File: config.mk
export PLATFORM = sky130hd
export DESIGN_NAME = tlb_search_arbiter_flat
export DESIGN_NICKNAME = d
export VERILOG_FILES = /design/src/rtl/tlb_search_arbiter_pkg.sv /design/src/rtl/tlb_search_arbiter_if.sv /design/src/rtl/tlb_resp_slot.sv /design/src/rtl/tlb_search_arbiter.sv /design/src/flat_wrapper.sv
export SDC_FILE = /design/constraint.sdc
export NUM_CORES = 1
export LEC_CHECK = 0
export ABC_AREA = 1
export CAP_MARGIN = 20
export CELL_PAD_IN_SITES_DETAIL_PLACEMENT = 1
export CELL_PAD_IN_SITES_GLOBAL_PLACEMENT = 1
export CORE_MARGIN = 3
export CORE_UTILIZATION = 31
export CTS_BUF_LIST = sky130_fd_sc_hd__clkbuf_16
export DETAILED_ROUTE_END_ITERATION = 8
export PLACE_DENSITY_LB_ADDON = 0.1
export SLEW_MARGIN = 20
export SYNTH_ARGS = -nofsm -noshare
export SYNTH_HDL_FRONTEND = slang
export SYNTH_SLANG_ARGS = --single-unit
File: constraint.sdc
create_clock -name clk -period 15.72 [get_ports clk]
set_clock_uncertainty 0.15 [all_clocks]
set_input_delay 4.716 -clock clk [delete_from_list [all_inputs] [get_ports clk]]
set_output_delay 4.716 -clock clk [all_outputs]
set_load 0.005 [all_outputs]
File: src/rtl/tlb_search_arbiter_pkg.sv
// Shared constants for the TLB search arbiter: requester indices, response word
// layout and the per-slot state encoding.
package tlb_search_arbiter_pkg;

    typedef logic [1:0] req_id_t;

    localparam int      NUM_REQ  = 3;
    localparam req_id_t REQ_IF   = 2'd0;
    localparam req_id_t REQ_MEM  = 2'd1;
    localparam req_id_t REQ_SRCH = 2'd2;

    localparam int DEF_TLBIDX_W     = 4;
    localparam int DEF_STARVE_LIMIT = 4;
    localparam int RESP_W           = 33 + DEF_TLBIDX_W;

    // Response word is {found, index, ppn, ps, plv, mat, d, v}, v at bit 0.
    localparam int OFF_V     = 0;
    localparam int OFF_D     = 1;
    localparam int OFF_MAT   = 2;
    localparam int OFF_PLV   = 4;
    localparam int OFF_PS    = 6;
    localparam int OFF_PPN   = 12;
    localparam int OFF_INDEX = 32;

    typedef enum logic {
        SLOT_EMPTY = 1'b0,
        SLOT_FULL  = 1'b1
    } slot_state_e;

    function automatic int resp_w(input int idx_w);
        return 33 + idx_w;
    endfunction

    function automatic int off_found(input int idx_w);
        return OFF_INDEX + idx_w;
    endfunction

endpackage

File: src/rtl/tlb_search_arbiter_if.sv
// Bundle of requester handshakes, the TLB search port and the response slots.
// slave is the arbiter's view; master is the pipeline/TLB side.
interface tlb_search_arbiter_if #(
    parameter int TLBIDX_W = tlb_search_arbiter_pkg::DEF_TLBIDX_W
);
    import tlb_search_arbiter_pkg::*;

    localparam int RW = resp_w(TLBIDX_W);

    logic [NUM_REQ-1:0]    req_valid;
    logic [NUM_REQ-1:0]    req_ready;
    logic [32*NUM_REQ-1:0] req_va;
    logic [NUM_REQ-1:0]    flush;
    logic [9:0]            csr_asid;

    logic [18:0]           s_vppn;
    logic                  s_va_bit12;
    logic [9:0]            s_asid;
    logic                  s_found;
    logic [TLBIDX_W-1:0]   s_index;
    logic [19:0]           s_ppn;
    logic [5:0]            s_ps;
    logic [1:0]            s_plv;
    logic [1:0]            s_mat;
    logic                  s_d;
    logic                  s_v;

    logic [NUM_REQ-1:0]    resp_valid;
    logic [NUM_REQ-1:0]    resp_ready;
    logic [NUM_REQ*RW-1:0] resp_data;

    modport slave (
        input  req_valid, req_va, flush, csr_asid,
        input  s_found, s_index, s_ppn, s_ps, s_plv, s_mat, s_d, s_v,
        input  resp_ready,
        output req_ready, s_vppn, s_va_bit12, s_asid,
        output resp_valid, resp_data
    );

    modport master (
        output req_valid, req_va, flush, csr_asid,
        output s_found, s_index, s_ppn, s_ps, s_plv, s_mat, s_d, s_v,
        output resp_ready,
        input  req_ready, s_vppn, s_va_bit12, s_asid,
        input  resp_valid, resp_data
    );

endinterface

File: src/rtl/tlb_resp_slot.sv
// One response register holding a captured TLB lookup until its consumer takes
// it; a flush empties the slot and wins over a same-cycle capture.
module tlb_resp_slot
    import tlb_search_arbiter_pkg::*;
#(
    parameter int W = RESP_W
) (
    input  logic         clk,
    input  logic         reset,
    input  logic         capture,
    input  logic [W-1:0] capture_data,
    input  logic         take,
    input  logic         flush,
    output logic         valid,
    output logic [W-1:0] data
);

    slot_state_e  state_q;
    slot_state_e  state_d;
    logic [W-1:0] data_q;

    always_ff @(posedge clk or posedge reset) begin
        if (reset) begin
            state_q <= SLOT_EMPTY;
        end else begin
            state_q <= state_d;
        end
    end

    // A capture landing on the edge that the consumer takes the old word keeps the slot full.
    always_comb begin
        state_d = state_q;
        case (state_q)
            SLOT_EMPTY: begin
                if (capture && !flush) begin
                    state_d = SLOT_FULL;
                end
            end
            SLOT_FULL: begin
                if (flush) begin
                    state_d = SLOT_EMPTY;
                end else if (take && !capture) begin
                    state_d = SLOT_EMPTY;
                end
            end
            default: state_d = SLOT_EMPTY;
        endcase
    end

    always_ff @(posedge clk or posedge reset) begin
        if (reset) begin
            data_q <= '0;
        end else if (capture && !flush) begin
            data_q <= capture_data;
        end
    end

    assign valid = (state_q == SLOT_FULL);
    assign data  = data_q;

endmodule

File: src/rtl/tlb_search_arbiter.sv
// Shares the TLB search port between IF, MEM and SRCH through a one-entry search
// stage and three per-requester response slots.
module tlb_search_arbiter
    import tlb_search_arbiter_pkg::*;
#(
    parameter int STARVE_LIMIT = DEF_STARVE_LIMIT,
    parameter int TLBIDX_W     = DEF_TLBIDX_W
) (
    input  logic                 clk,
    input  logic                 reset,
    tlb_search_arbiter_if.slave  bus
);

    localparam int RW          = resp_w(TLBIDX_W);
    localparam int OFF_FOUND_L = off_found(TLBIDX_W);
    localparam int CNT_W       = $clog2(STARVE_LIMIT + 1);
    localparam logic [CNT_W-1:0] STARVE_MAX = CNT_W'(STARVE_LIMIT);

    logic               sv_q;
    req_id_t            sid_q;
    logic [19:0]        vpage_q;
    logic [9:0]         asid_q;
    logic [CNT_W-1:0]   starve_cnt_q;
    logic [CNT_W-1:0]   starve_cnt_d;

    logic [NUM_REQ-1:0] sid_onehot;
    logic [NUM_REQ-1:0] slot_valid;
    logic [NUM_REQ-1:0] capture;
    logic [NUM_REQ-1:0] eligible;
    logic [NUM_REQ-1:0] grant;
    logic               slot_free;
    logic               stage_flushed;
    logic               advance;
    logic               can_accept;
    logic               starved;
    req_id_t            win_id;
    logic [19:0]        win_vpage;
    logic [RW-1:0]      tlb_result;
    logic [RW-1:0]      slot_data [NUM_REQ];
    logic               unused_va_lo;

    assign unused_va_lo = ^{bus.req_va[75:64], bus.req_va[43:32], bus.req_va[11:0]};

    // A flushed entry frees the stage just like an advance, so another requester can refill it.
    assign sid_onehot    = sv_q ? (NUM_REQ'(1) << sid_q) : '0;
    assign slot_free     = |(sid_onehot & (~slot_valid | bus.resp_ready));
    assign stage_flushed = |(sid_onehot & bus.flush);
    assign advance       = slot_free & ~stage_flushed;
    assign can_accept    = ~sv_q | advance | stage_flushed;
    assign capture       = advance ? sid_onehot : '0;
    assign starved       = (starve_cnt_q == STARVE_MAX);

    // Fixed priority SRCH > MEM > IF, except a starved IF jumps ahead of MEM.
    always_comb begin
        eligible = bus.req_valid & ~bus.flush & {NUM_REQ{can_accept & ~reset}};
        grant    = '0;
        win_id   = REQ_IF;
        if (eligible[REQ_SRCH]) begin
            grant[REQ_SRCH] = 1'b1;
            win_id          = REQ_SRCH;
        end else if (starved && eligible[REQ_IF]) begin
            grant[REQ_IF] = 1'b1;
            win_id        = REQ_IF;
        end else if (eligible[REQ_MEM]) begin
            grant[REQ_MEM] = 1'b1;
            win_id         = REQ_MEM;
        end else if (eligible[REQ_IF]) begin
            grant[REQ_IF] = 1'b1;
            win_id        = REQ_IF;
        end
    end

    always_comb begin
        win_vpage = bus.req_va[31:12];
        case (win_id)
            REQ_MEM:  win_vpage = bus.req_va[63:44];
            REQ_SRCH: win_vpage = bus.req_va[95:76];
            default:  win_vpage = bus.req_va[31:12];
        endcase
    end

    always_comb begin
        starve_cnt_d = starve_cnt_q;
        if (!bus.req_valid[REQ_IF] || bus.flush[REQ_IF] || grant[REQ_IF]) begin
            starve_cnt_d = '0;
        end else if (!starved) begin
            starve_cnt_d = starve_cnt_q + CNT_W'(1);
        end
    end

    always_ff @(posedge clk or posedge reset) begin
        if (reset) begin
            starve_cnt_q <= '0;
        end else begin
            starve_cnt_q <= starve_cnt_d;
        end
    end

    always_ff @(posedge clk or posedge reset) begin
        if (reset) begin
            sv_q    <= 1'b0;
            sid_q   <= REQ_IF;
            vpage_q <= '0;
            asid_q  <= '0;
        end else if (|grant) begin
            sv_q    <= 1'b1;
            sid_q   <= win_id;
            vpage_q <= win_vpage;
            asid_q  <= bus.csr_asid;
        end else if (advance || stage_flushed) begin
            sv_q    <= 1'b0;
        end
    end

    assign bus.req_ready  = grant;
    assign bus.s_vppn     = sv_q ? vpage_q[19:1] : '0;
    assign bus.s_va_bit12 = sv_q & vpage_q[0];
    assign bus.s_asid     = sv_q ? asid_q : '0;

    always_comb begin
        tlb_result                           = '0;
        tlb_result[OFF_V]                    = bus.s_v;
        tlb_result[OFF_D]                    = bus.s_d;
        tlb_result[OFF_MAT +: 2]             = bus.s_mat;
        tlb_result[OFF_PLV +: 2]             = bus.s_plv;
        tlb_result[OFF_PS +: 6]              = bus.s_ps;
        tlb_result[OFF_PPN +: 20]            = bus.s_ppn;
        tlb_result[OFF_INDEX +: TLBIDX_W]    = bus.s_index;
        tlb_result[OFF_FOUND_L]              = bus.s_found;
    end

    for (genvar i = 0; i < NUM_REQ; i++) begin : g_slot
        tlb_resp_slot #(
            .W (RW)
        ) u_slot (
            .clk          (clk),
            .reset        (reset),
            .capture      (capture[i]),
            .capture_data (tlb_result),
            .take         (bus.resp_ready[i]),
            .flush        (bus.flush[i]),
            .valid        (slot_valid[i]),
            .data         (slot_data[i])
        );
    end

    assign bus.resp_valid = slot_valid;

    always_comb begin
        bus.resp_data = '0;
        for (int i = 0; i < NUM_REQ; i++) begin
            bus.resp_data[i*RW +: RW] = slot_data[i];
        end
    end

endmodule

File: src/flat_wrapper.sv
// flat-port wrapper written by rule: the top's interface ports become plain ports
module tlb_search_arbiter_flat import tlb_search_arbiter_pkg::*;
#(
    parameter int STARVE_LIMIT = DEF_STARVE_LIMIT,
    parameter int TLBIDX_W     = DEF_TLBIDX_W
)
  (clk, reset, bus_req_valid, bus_req_va, bus_flush, bus_csr_asid, bus_s_found, bus_s_index, bus_s_ppn, bus_s_ps, bus_s_plv, bus_s_mat, bus_s_d, bus_s_v, bus_resp_ready, bus_req_ready, bus_s_vppn, bus_s_va_bit12, bus_s_asid, bus_resp_valid, bus_resp_data);
  tlb_search_arbiter_if #(.TLBIDX_W(TLBIDX_W)) bus_i ();
  input  logic clk;
  input  logic reset;
  input wire logic [$bits(bus_i.req_valid)-1:0] bus_req_valid;
  input wire logic [$bits(bus_i.req_va)-1:0] bus_req_va;
  input wire logic [$bits(bus_i.flush)-1:0] bus_flush;
  input wire logic [$bits(bus_i.csr_asid)-1:0] bus_csr_asid;
  input wire logic [$bits(bus_i.s_found)-1:0] bus_s_found;
  input wire logic [$bits(bus_i.s_index)-1:0] bus_s_index;
  input wire logic [$bits(bus_i.s_ppn)-1:0] bus_s_ppn;
  input wire logic [$bits(bus_i.s_ps)-1:0] bus_s_ps;
  input wire logic [$bits(bus_i.s_plv)-1:0] bus_s_plv;
  input wire logic [$bits(bus_i.s_mat)-1:0] bus_s_mat;
  input wire logic [$bits(bus_i.s_d)-1:0] bus_s_d;
  input wire logic [$bits(bus_i.s_v)-1:0] bus_s_v;
  input wire logic [$bits(bus_i.resp_ready)-1:0] bus_resp_ready;
  output wire logic [$bits(bus_i.req_ready)-1:0] bus_req_ready;
  output wire logic [$bits(bus_i.s_vppn)-1:0] bus_s_vppn;
  output wire logic [$bits(bus_i.s_va_bit12)-1:0] bus_s_va_bit12;
  output wire logic [$bits(bus_i.s_asid)-1:0] bus_s_asid;
  output wire logic [$bits(bus_i.resp_valid)-1:0] bus_resp_valid;
  output wire logic [$bits(bus_i.resp_data)-1:0] bus_resp_data;
  assign bus_i.req_valid = bus_req_valid;
  assign bus_i.req_va = bus_req_va;
  assign bus_i.flush = bus_flush;
  assign bus_i.csr_asid = bus_csr_asid;
  assign bus_i.s_found = bus_s_found;
  assign bus_i.s_index = bus_s_index;
  assign bus_i.s_ppn = bus_s_ppn;
  assign bus_i.s_ps = bus_s_ps;
  assign bus_i.s_plv = bus_s_plv;
  assign bus_i.s_mat = bus_s_mat;
  assign bus_i.s_d = bus_s_d;
  assign bus_i.s_v = bus_s_v;
  assign bus_i.resp_ready = bus_resp_ready;
  assign bus_req_ready = bus_i.req_ready;
  assign bus_s_vppn = bus_i.s_vppn;
  assign bus_s_va_bit12 = bus_i.s_va_bit12;
  assign bus_s_asid = bus_i.s_asid;
  assign bus_resp_valid = bus_i.resp_valid;
  assign bus_resp_data = bus_i.resp_data;
  tlb_search_arbiter #(.STARVE_LIMIT(STARVE_LIMIT), .TLBIDX_W(TLBIDX_W)) u_core (.clk(clk), .reset(reset), .bus(bus_i));
endmodule
# Word level (Yosys, flattened, before mapping)
# Cells that the tools add are included.
# W data, S select, Z words.
dict set report totals {
  reg_bits 150
  input_bits 154
  out_inout_bits 147
  wordCells 87
}
dict set report classes {
  n_addsub 1
  n_eq_ne 4
  shifts 1
  n_mux 31
  bitwise_logic 18
  n_reduce_logical 21
}
# operator count
set ops {}
lappend ops {{$pmux W20 S2} 1}
lappend ops {{$mux W19} 1}
lappend ops {{$mux W1} 18}
lappend ops {{$and A3 B3 Y3} 4}
lappend ops {{$mux W3} 4}
lappend ops {{$mux W10} 1}
lappend ops {{$reduce_or A3 Y1} 3}
lappend ops {{$logic_and A1 B1 Y1} 7}
lappend ops {{$logic_not A1 Y1} 7}
lappend ops {{$mux W2} 3}
lappend ops {{$not A1 Y1} 6}
lappend ops {{$not A3 Y3} 2}
lappend ops {{$pmux W1 S2} 3}
lappend ops {{$add A3 B1 Y3 const B} 1}
lappend ops {{$and A1 B1 Y1} 3}
lappend ops {{$eq A3 B3 Y1 const B} 1}
lappend ops {{$logic_or A1 B1 Y1} 3}
lappend ops {{$or A3 B3 Y3} 1}
lappend ops {{$shl A1 B2 Y3 const A} 1}
lappend ops {{$eq A2 B1 Y1 const B} 1}
lappend ops {{$eq A2 B2 Y1 const B} 1}
lappend ops {{$ne A2 B2 Y1 const B} 1}
lappend ops {{$or A1 B1 Y1} 2}
lappend ops {{$reduce_bool A2 Y1} 1}

# Logic depth before layout (Yosys ltp)
# Gate-level depths: netlist of run 1.
dict set report depth {
  ltp_word 16
  mapped_depth 13
  mapped_depth_nobuf 12
}

# Modules after synthesis
# Synthesis of run 1 repeated with hierarchy kept, for this count alone.
dict set report unflattened {
  cells_unflattened 849
  area_unflattened_um2 6910.4
}
# module instances cells_per_inst area_each_um2 seq_area_each_um2
set modules_own_cells {}
lappend modules_own_cells {tlb_resp_slot 3 167 1555.2 950.9}
lappend modules_own_cells {tlb_search_arbiter 1 348 2244.7 900.9}

# Worst setup path after synthesis of run 1
# OpenSTA, ideal clock, no wires.
dict set report synth_timing {
  path_type {input to output}
  start {input reset}
  end {output bus_req_ready[0]}
  t_arrival_ns 8.666
  required_ns 10.854
  path_slack_ns 2.188
  cell_stages 3
  path_buffers 0
  path_cell_list {inv_1 nand3_1 nor2_1}
}
dict set report synth_between {
  elab_chain_len 7
  elab_cells_between_ends 8
}
# element line
set synth_rtl {}
lappend synth_rtl {{start: declaration} flat_wrapper.sv:10} ;# input logic reset;
lappend synth_rtl {{$not A1 Y1 *} tlb_search_arbiter.sv:55} ;# eligible = bus.req_valid & ~bus.flush & {NUM_REQ{can_accept & ~reset}};
lappend synth_rtl {{$and A1 B1 Y1 *} tlb_search_arbiter.sv:55}
lappend synth_rtl {{$and A3 B3 Y3 *} tlb_search_arbiter.sv:55}
lappend synth_rtl {{$mux W1} tlb_search_arbiter.sv:67} ;# end else if (eligible[REQ_IF]) begin
lappend synth_rtl {{$mux W1} tlb_search_arbiter.sv:64} ;# end else if (eligible[REQ_MEM]) begin
lappend synth_rtl {{$mux W1} tlb_search_arbiter.sv:61} ;# end else if (starved && eligible[REQ_IF]) begin
lappend synth_rtl {{$mux W2 *} tlb_search_arbiter.sv:58} ;# if (eligible[REQ_SRCH]) begin
lappend synth_rtl {{end: declaration} flat_wrapper.sv:24} ;# output wire logic [$bits(bus_i.req_ready)-1:0] bus_req_ready;
# Every way passes the cells marked *; elsewhere a longest branch is shown, timed or not.

# Worst setup path after layout of run 1
dict set report layout_timing {
  start {input bus_flush[0]}
  end {output bus_req_ready[0]}
}
dict set report layout_between {
  elab_chain_len 12
  elab_cells_between_ends 15
}
# element line
set layout_rtl {}
lappend layout_rtl {{start: declaration} flat_wrapper.sv:13} ;# input wire logic [$bits(bus_i.flush)-1:0] bus_flush;
lappend layout_rtl {{$and A3 B3 Y3} tlb_search_arbiter.sv:47} ;# assign stage_flushed = |(sid_onehot & bus.flush);
lappend layout_rtl {{$reduce_or A3 Y1} tlb_search_arbiter.sv:47}
lappend layout_rtl {{$not A1 Y1} tlb_search_arbiter.sv:48} ;# assign advance = slot_free & ~stage_flushed;
lappend layout_rtl {{$and A1 B1 Y1} tlb_search_arbiter.sv:48}
lappend layout_rtl {{$or A1 B1 Y1 (2 in a row)} tlb_search_arbiter.sv:49} ;# assign can_accept = ~sv_q | advance | stage_flushed;
lappend layout_rtl {{$and A1 B1 Y1} tlb_search_arbiter.sv:55}
lappend layout_rtl {{$and A3 B3 Y3 *} tlb_search_arbiter.sv:55}
lappend layout_rtl {{$mux W1} tlb_search_arbiter.sv:67}
lappend layout_rtl {{$mux W1} tlb_search_arbiter.sv:64}
lappend layout_rtl {{$mux W1} tlb_search_arbiter.sv:61}
lappend layout_rtl {{$mux W2 *} tlb_search_arbiter.sv:58}
# Marks and branches as above.

==> flow_summary.json, run 1 <==
{
  "leakage_nw": 4.75,
  "nFillCells": 2363,
  "rows": 51,
  "cp-endpoint": "bus_req_ready[0]",
  "rsz0062_at_grt": "false",
  "cts_tree": "built",
  "grtUsageTotal_pct": 17.6,
  "synth_cell_type_count": 24,
  "min_period_ns": 12.03,
  "setup_violations": 0,
  "power_density_nw_per_um2": 86.6,
  "end_kind": "primary output",
  "hold_viol_final": 0,
  "start_util_pct": 32.1,
  "grtUsageMet1_pct": 21.7,
  "grt_pass1_wl_um": 30800,
  "hp-class": "reg -> reg",
  "clock_latency_ns": 0.42,
  "gp_congestion": 0.746,
  "grt_max_degree": 78,
  "holdWs_ns": 0.325,
  "yosys.area.top_type": "dfrtp_1",
  "r2r_start": "u_core.sv_q",
  "p_switching_mw": 0.202,
  "power_frac_clock_pct": 48.0,
  "synth.top_cell.area_share_pct": 59.0,
  "cts_resized": 0,
  "io_pins": 301,
  "tightest_slew_ns": 0.918,
  "ys_warn_count": 0,
  "crit_arrival_ns": 7.16,
  "synth_area_per_cell_um2": 8.42,
  "maxCapViolCount": 0,
  "crit_path_max_fanout": 22,
  "outcome": "complete, no violations",
  "wirelength_um": 19500,
  "ys_seq_elements": 150,
  "p_sw_share_pct": 23.9,
  "cp-start-kind": "input port",
  "hold_start": "u_core.asid_q[7]",
  "register_area_um2": 3750,
  "multi_input_area_um2": 2050,
  "fin_crit_sh_pct": 76.5,
  "cts_hold_buf": 0,
  "slew_headroom_pct": 38.6,
  "die_x_um": 149,
  "netlist_instances": 756,
  "cts_num_sinks": 150,
  "internal_power_mw": 0.643,
  "r2r_slack_ns": 12.09,
  "sequentialPowerShare_pct": 45.9,
  "vias_per_cell": 4.39,
  "die_area_um2": 22300,
  "combPwrFrac_pct": 6.0,
  "areaGrowthSynthToFinish_pct": 53.1,
  "finalMaxSlewViolations": 0,
  "drtPass1Iterations": 4,
  "grtUsageMet2_pct": 29.1,
  "drive_gt1_share_pct": 5.02,
  "syn-num-nets": 912,
  "wl_per_cell_um": 15.3,
  "post-route-util_pct": 49.1,
  "remaining_drc_errors": 0,
  "cp-startpoint": "bus_flush[0]",
  "ctsHtreeMaxLevel": 4,
  "num_vias": 5618,
  "use_met3_pct": 6.65,
  "place_hpwl_um": 13900,
  "num_antenna_cells": 0,
  "clock-root-buffer": "clkbuf_16",
  "portBuffers": 264,
  "grt.overflow.total": 0,
  "drtIter0Drc": 160,
  "grt.busiest_layer": "met2",
  "fin_nets": 1158,
  "critical_path_required_ns": 10.85,
  "ant_nets": 0,
  "seq_area_frac_synth_pct": 59.0,
  "synth.cell_area_um2": 6370,
  "reg2reg_depth": 12,
  "grt_pass1_vias": 5827,
  "critical_path_class": "in -> out",
  "cts_buffers": 17,
  "die_y_um": 149,
  "clock.fmax_mhz": 83.1,
  "clkTransAtPathRegs_ns": 0.06,
  "synth_area_leaders": "dfrtp_1, nand2_1, o21ai_0",
  "ir_worst_vdd_uv": 70.0,
  "tns_ns": 0,
  "timing.rr.end": "u_core.vpage_q[7]",
  "ctsLongestPathBuffers": 2,
  "coreArea_um2": 19800,
  "antenna_found_initial": 0,
  "cts_setup_buffers": 0
}
[power groups by stage]
stage | clock network [mW] | logic [mW] | registers [mW]
finish | 0.406 | 0.0509 | 0.388
global placement | 0 | 0.0516 | 0.395
global route | 0.437 | 0.0567 | 0.388
floorplan | 0 | 0.0147 | 0.395
detailed placement | 0 | 0.0519 | 0.395
CTS | 0.418 | 0.0523 | 0.388
[worst min path at each step]
stage,end,slack (ns),cells after the start
finish,u_core.asid_q[7],0.33,2
global route,u_core.asid_q[5],0.34,2
CTS,u_core.asid_q[7],0.33,2
detailed placement,u_core.asid_q[5],0.31,2
global placement,u_core.asid_q[6],0.30,2
floorplan,u_core.asid_q[0],0.29,2
[critical path: stages]
cell,delay (ns)
clkdlybuf4s50_1,0.47
nor2_1,0.23
a31oi_1,0.20
o211ai_2,0.76
inv_1,0.12
nor2_1,0.12
clkdlybuf4s50_1,0.54
[per-layer routing]
layer  up-vias  share of wire [%]
li1       2824                  -
met1      2606                 42
met2       170                 48
met3        18                8.4
met4         0                1.4
met5         -                  0
[cell type report]
class | instances | share of cell area [%]
clock buffers | 17 | 4.37
clock inverters | 15 | 1.69
inverters | 86 | 3.36
multi-input cells | 477 | 21.0
flip-flops and latches | 150 | 38.5
well taps | 265 | 3.40
repair buffers | 270 | 27.6
[synth_stat cells]
cell type and n:
buf_2 21, nand2_2 2, nor3_2 1, o211ai_2 1, buf_4 10, nor2_1 12, o21bai_1 1, nand4_1 4
clkbuf_1 9, a31oi_1 1, xor2_1 1, nand3b_1 1, dfrtp_1 150, ha_1 2, or2_0 1, inv_2 2
nand3_1 25, buf_6 3, o21ai_0 76, nor2_2 3, nand2_1 303, a21oi_1 1, inv_1 84, o21ai_1 42
[flip-flops by register name, indices dropped and copies added, names as in the netlist]
signal	count
u_core.asid_q	10
u_core.g_slot.u_slot.data	111
u_core.g_slot.u_slot.valid	3
u_core.sid_q	2
u_core.starve_cnt_q	3
u_core.sv_q	1
u_core.vpage_q	20
[layout by cell type, fill, tap and decap left out]
| cell | synthesis | final |
|---|---|---|
| nand4_1 | 4 | 4 |
| xor2_1 | 1 | 1 |
| inv_1 | 84 | 83 |
| o211ai_2 | 1 | 1 |
| o21ai_1 | 42 | 42 |
| clkinv_4 | 0 | 2 |
| nor2_1 | 12 | 12 |
| nor2_2 | 3 | 3 |
| nor3_2 | 1 | 1 |
| inv_2 | 2 | 2 |
| ha_1 | 2 | 2 |
| dfrtp_1 | 150 | 150 |
| clkinv_8 | 0 | 2 |
| clkbuf_16 | 0 | 17 |
| nand2_2 | 2 | 5 |
| a31oi_1 | 1 | 1 |
| nand3_1 | 25 | 25 |
| or2_0 | 1 | 1 |
| buf_6 | 3 | 1 |
| nand3b_1 | 1 | 1 |
| o21bai_1 | 1 | 1 |
| buf_4 | 10 | 5 |
| inv_8 | 0 | 2 |
| clkinvlp_4 | 0 | 3 |
| clkinv_2 | 0 | 1 |
| bufinv_16 | 0 | 1 |
| clkdlybuf4s50_1 | 0 | 264 |
| a21oi_1 | 1 | 1 |
| nand2_1 | 303 | 300 |
| inv_6 | 0 | 5 |
| o21ai_0 | 76 | 76 |
[kinds of logic after synthesis]
family	share of synthesized area (%)
buf+inv	8.96
xor+xnor	0.138
fa+ha+maj	0.393
flops	59.0
simple gates	21.8
compound gates	9.77
[through the flow]
step           worst slack (ns)  instances  power (mW)  instance area, um^2
2_1_floorplan              2.19        756       0.410                 6370
3_3_place_gp               3.60       1248       0.447                 9150
3_5_place_dp               3.65       1248       0.447                 9150
4_1_cts                    3.64       1280       0.858                 9740
5_1_grt                    3.51       1280       0.881                 9750
6_report                   3.69       1280       0.844                 9750
Power figures use the tool's default switching activity.
==> run 2, diff against run 1 <==
--- a/config.mk
+++ b/config.mk
@@ -10,7 +10,7 @@
 export CELL_PAD_IN_SITES_DETAIL_PLACEMENT = 1
 export CELL_PAD_IN_SITES_GLOBAL_PLACEMENT = 1
 export CORE_MARGIN = 3
-export CORE_UTILIZATION = 31
+export CORE_UTILIZATION = 29
 export CTS_BUF_LIST = sky130_fd_sc_hd__clkbuf_16
 export DETAILED_ROUTE_END_ITERATION = 8
 export PLACE_DENSITY_LB_ADDON = 0.1
==> constraint.sdc (replaced) <==
create_clock -name clk -period 12 [get_ports clk]
set_clock_uncertainty 0.15 [all_clocks]
set_input_delay 3.6 -clock clk [delete_from_list [all_inputs] [get_ports clk]]
set_output_delay 3.6 -clock clk [all_outputs]
set_load 0.005 [all_outputs]
==> flow_summary.json, run 2 (synthesis gave the netlist of run 1 again) <==
{
  "grt_max_degree": 87,
  "crit_path_top_delay_cell": "o211ai_2",
  "p_switching_mw": 0.267,
  "leakage_nw": 4.75,
  "clkTransAtPathRegs_ns": 0.07,
  "clock_latency_ns": 0.42,
  "die_y_um": 154,
  "crit_arrival_ns": 6.11,
  "antenna_found_initial": 1,
  "portBuffers": 264,
  "slew_headroom_pct": 37.1,
  "coreArea_um2": 21300,
  "critical_path_required_ns": 8.25,
  "vias_per_cell": 4.41,
  "ir_worst_vdd_uv": 85.4,
  "grt_pass1_wl_um": 31500,
  "clock-root-buffer": "clkbuf_16",
  "final_cell_mix": "nand2_1, clkdlybuf4s50_1, dfrtp_1",
  "grtUsageMet2_pct": 26.5,
  "hold_start": "u_core.asid_q[5]",
  "num_antenna_cells": 0,
  "fin_crit_sh_pct": 82.2,
  "sequentialPowerShare_pct": 45.8,
  "cts_resized": 0,
  "clock.fmax_mhz": 101,
  "cpPeakStageDelay_ns": 0.79,
  "ctsHtreeMaxLevel": 4,
  "num_vias": 5683,
  "finalMaxSlewViolations": 0,
  "wirelength_um": 19600,
  "rows": 53,
  "cts_buffers": 17,
  "hold_viol_final": 0,
  "setup_violations": 0,
  "drtPass1Iterations": 4,
  "combPwrFrac_pct": 6.0,
  "hp-class": "reg -> reg",
  "use_met3_pct": 5.60,
  "io_pins": 301,
  "power_density_nw_per_um2": 114,
  "die_area_um2": 23800,
  "largest_reg_flops": 111,
  "grt.overflow.total": 0,
  "power_frac_clock_pct": 48.1,
  "cts_setup_buffers": 0,
  "tightest_slew_ns": 0.941,
  "min_period_ns": 9.86,
  "ctsLongestPathBuffers": 2,
  "die_x_um": 154,
  "critical_path_class": "in -> out",
  "cp-start-kind": "input port",
  "grt_pass1_vias": 5790,
  "internal_power_mw": 0.842,
  "drive_gt1_share_pct": 5.02,
  "cts_tree": "built",
  "start_util_pct": 29.9,
  "ant_nets": 0,
  "outcome": "complete, no violations",
  "drtIter0Drc": 183,
  "post-route-util_pct": 45.8,
  "path_cells": "clkdlybuf4s50_1, inv_1, nor2_1, a31oi_1, o211ai_2, inv_1, nor2_1, clkdlybuf4s50_1",
  "fin_nets": 1158,
  "tns_ns": 0,
  "cts_num_sinks": 150,
  "power_mw": 1.11,
  "p_sw_share_pct": 24.0,
  "maxCapViolCount": 0,
  "grtUsageMet1_pct": 21.2,
  "layout_commonest_cell": "nand2_1",
  "cts_hold_buf": 0,
  "crit_path_max_fanout": 22,
  "gp_congestion": 0.738,
  "cp-startpoint": "bus_req_valid[0]",
  "grtUsageTotal_pct": 16.6,
  "areaGrowthSynthToFinish_pct": 53.1,
  "grt.busiest_layer": "met2",
  "remaining_drc_errors": 0,
  "wl_per_cell_um": 15.2,
  "place_hpwl_um": 13800,
  "r2r_start": "u_core.sv_q",
  "end_kind": "primary output",
  "rsz0062_at_grt": "false"
}
## run 2: critical path: cells and delay by family
family | cells | cell delay [ns]
buffers and inverters | 4 | 1.17
and+or+nand+nor | 2 | 0.32
AOI/OAI and AO/OA | 2 | 1.01
## run 2: power groups by stage
stage	Clock (mW)	Combinational [mW]	Sequential (mW)
3_3_place_gp	0	0.0681	0.518
2_1_floorplan	0	0.0192	0.518
3_5_place_dp	0	0.0681	0.518
5_1_grt	0.573	0.0747	0.508
6_report	0.534	0.0669	0.508
4_1_cts	0.550	0.0686	0.508
## run 2: metal layers
| layer | vias to the layer above | part of all wire (%) |
|---|---|---|
| li1 | 2823 | - |
| met1 | 2659 | 44 |
| met2 | 175 | 46 |
| met3 | 24 | 8.2 |
| met4 | 2 | 1.4 |
| met5 | - | 0.066 |
## run 2: final timing paths
check                                         endpoint  slack (ns)  cells past startpoint
worst max register to register      u_core.vpage_q[17]        8.37                     12
worst max-delay path                  bus_req_ready[0]        2.14                      8
worst min register to register        u_core.asid_q[5]        0.32                      2
min in group asynchronous           u_core.vpage_q[19]        3.65                      2
max in group asynchronous       u_core.starve_cnt_q[1]        6.65                      3
worst min-delay path                  u_core.asid_q[5]        0.32                      2
## run 2: layout make-up
| type | count | area, um^2 |
|---|---|---|
| flip-flops and latches | 150 | 3750 |
| multi-input cells | 477 | 2050 |
| inverters | 86 | 328 |
| clock inverters | 15 | 161 |
| well taps | 275 | 344 |
| fillers | 2496 | 11500 |
| repair buffers | 270 | 2690 |
| clock buffers | 17 | 425 |
## run 2: per-stage QoR
step           cell area [um^2]  setup slack [ns]  hold slack, ns  std cells
3_3_place_gp               9160              2.02           0.306       1258
5_1_grt                    9750              1.81           0.349       1290
6_report                   9750              2.14           0.323       1290
4_1_cts                    9750              1.98           0.325       1290
2_1_floorplan              6370             0.700           0.292        756
3_5_place_dp               9160              1.99           0.308       1258
==> run 3, diff against run 2 <==
==> constraint.sdc (replaced) <==
create_clock -name clk -period 9.6 [get_ports clk]
set_clock_uncertainty 0.15 [all_clocks]
set_input_delay 2.88 -clock clk [delete_from_list [all_inputs] [get_ports clk]]
set_output_delay 2.88 -clock clk [all_outputs]
set_load 0.005 [all_outputs]
==> flow_summary.json, run 3 (synthesis gave the netlist of run 1 again) <==
{
  "preCtsSetupSlack_ns": 1.58,
  "cp-start-kind": "input port",
  "cts_hold_buf": 0,
  "drtPass1Iterations": 4,
  "wirelength_um": 19300,
  "cts_num_sinks": 150,
  "drive_gt1_share_pct": 5.21,
  "grt_pass1_vias": 5862,
  "path_cells": "clkdlybuf4s50_1, nor2_1, a31oi_1, o211ai_2, buf_4, inv_1, nor2_1, clkdlybuf4s50_1",
  "coreArea_um2": 21300,
  "final_cell_mix": "nand2_1, clkdlybuf4s50_1, dfrtp_1",
  "clock_latency_ns": 0.41,
  "finalMaxSlewViolations": 0,
  "slew_headroom_pct": 35.4,
  "grtUsageTotal_pct": 16.4,
  "num_antenna_cells": 0,
  "outcome": "complete, no violations",
  "wl_per_cell_um": 14.9,
  "power_density_nw_per_um2": 142,
  "gp_congestion": 0.722,
  "cts_buffers": 17,
  "fin_crit_sh_pct": 83.1,
  "ir_worst_vdd_uv": 102,
  "areaGrowthSynthToFinish_pct": 53.5,
  "die_area_um2": 23800,
  "grt_pass1_wl_um": 31200,
  "io_pins": 301,
  "rows": 53,
  "die_x_um": 154,
  "cts_resized": 0,
  "cts_setup_buffers": 0,
  "critical_path_required_ns": 6.57,
  "tns_ns": 0,
  "antenna_found_initial": 1,
  "grt.overflow.total": 0,
  "leakage_nw": 4.76,
  "rsz0062_at_grt": "false",
  "clkTransAtPathRegs_ns": 0.06,
  "vias_per_cell": 4.38,
  "end_kind": "primary output",
  "die_y_um": 154,
  "largest_reg_flops": 111,
  "holdWs_ns": 0.320,
  "cts_tree": "built",
  "clock-root-buffer": "clkbuf_16",
  "maxCapViolCount": 0,
  "num_vias": 5664,
  "ctsHtreeMaxLevel": 4,
  "tightest_slew_ns": 0.968,
  "worst_slack_ns": 1.63,
  "crit_arrival_ns": 4.94,
  "remaining_drc_errors": 0,
  "ctsLongestPathBuffers": 2,
  "crit_path_max_fanout": 22,
  "fin_nets": 1161,
  "critical_path_class": "in -> out",
  "portBuffers": 264,
  "drtIter0Drc": 202,
  "min_period_ns": 7.97,
  "hp-class": "reg -> reg",
  "cpPeakStageDelay_ns": 0.54,
  "place_hpwl_um": 13800,
  "setup_violations": 0,
  "start_util_pct": 29.9,
  "clock.fmax_mhz": 125,
  "crit_path_top_delay_cell": "clkdlybuf4s50_1",
  "grt_max_degree": 75,
  "hold_viol_final": 0,
  "ant_nets": 0,
  "layout_commonest_cell": "nand2_1"
}
[run 3: cell types whose count changed in the layout (fill, tap and decap cells not counted), sizes merged]
cell,previous run,this run
bufinv,1,2
buf,6,9
inv,94,92
clkinvlp,2,3
clkinv,4,3
[run 3: final cells by class]
type / instances / area (um^2)
fillers: 2455 / 11500
multi-input cells: 477 / 2050
inverters: 86 / 327
repair buffers: 273 / 2710
well taps: 275 / 344
clock buffers: 17 / 425
clock inverters: 14 / 164
flip-flops and latches: 150 / 3750
[run 3: worst paths after layout]
check                                 start                               end  slack, ns  cells after the start
max                            bus_flush[0]                  bus_req_ready[0]       1.63                      8
min                        u_core.asid_q[6]                  u_core.asid_q[6]       0.32                      2
max reg2reg                     u_core.sv_q                 u_core.vpage_q[0]       6.23                     13
min reg2reg                u_core.asid_q[6]                  u_core.asid_q[6]       0.32                      2
max in group asynchronous             reset  u_core.g_slot[0].u_slot.data[31]       4.58                      4
min in group asynchronous             reset                 u_core.vpage_q[9]       2.66                      2
[run 3: critical path, delay by kind of cell]
family	cells	cell delay, ns
buffers and inverters	4	1.36
AO/OA/AOI/OAI	2	0.38
AND/OR/NAND/NOR	2	0.32
[run 3: stage by stage]
stage	cell area (um^2)	total power [mW]	cells	util [%]
global route	9770	1.45	1292	45.9
floorplan	6370	0.671	756	-
global placement	9190	0.732	1261	43.1
CTS	9770	1.42	1292	45.9
finish	9770	1.39	1292	45.9
detailed placement	9190	0.732	1261	43.1
[run 3: layer usage]
layer	up-vias	GRT usage [%]	wire, um
li1	2828	-	-
met1	2643	20.7	8180
met2	174	26.6	9180
met3	17	6.13	1720
met4	2	4.16	197
met5	-	0	9
[run 3: report_power, final]
part           internal [mW]  switching (mW)
Sequential             0.634         0.00112
Combinational         0.0504          0.0329
Clock                  0.389           0.281
Total                   1.07           0.315
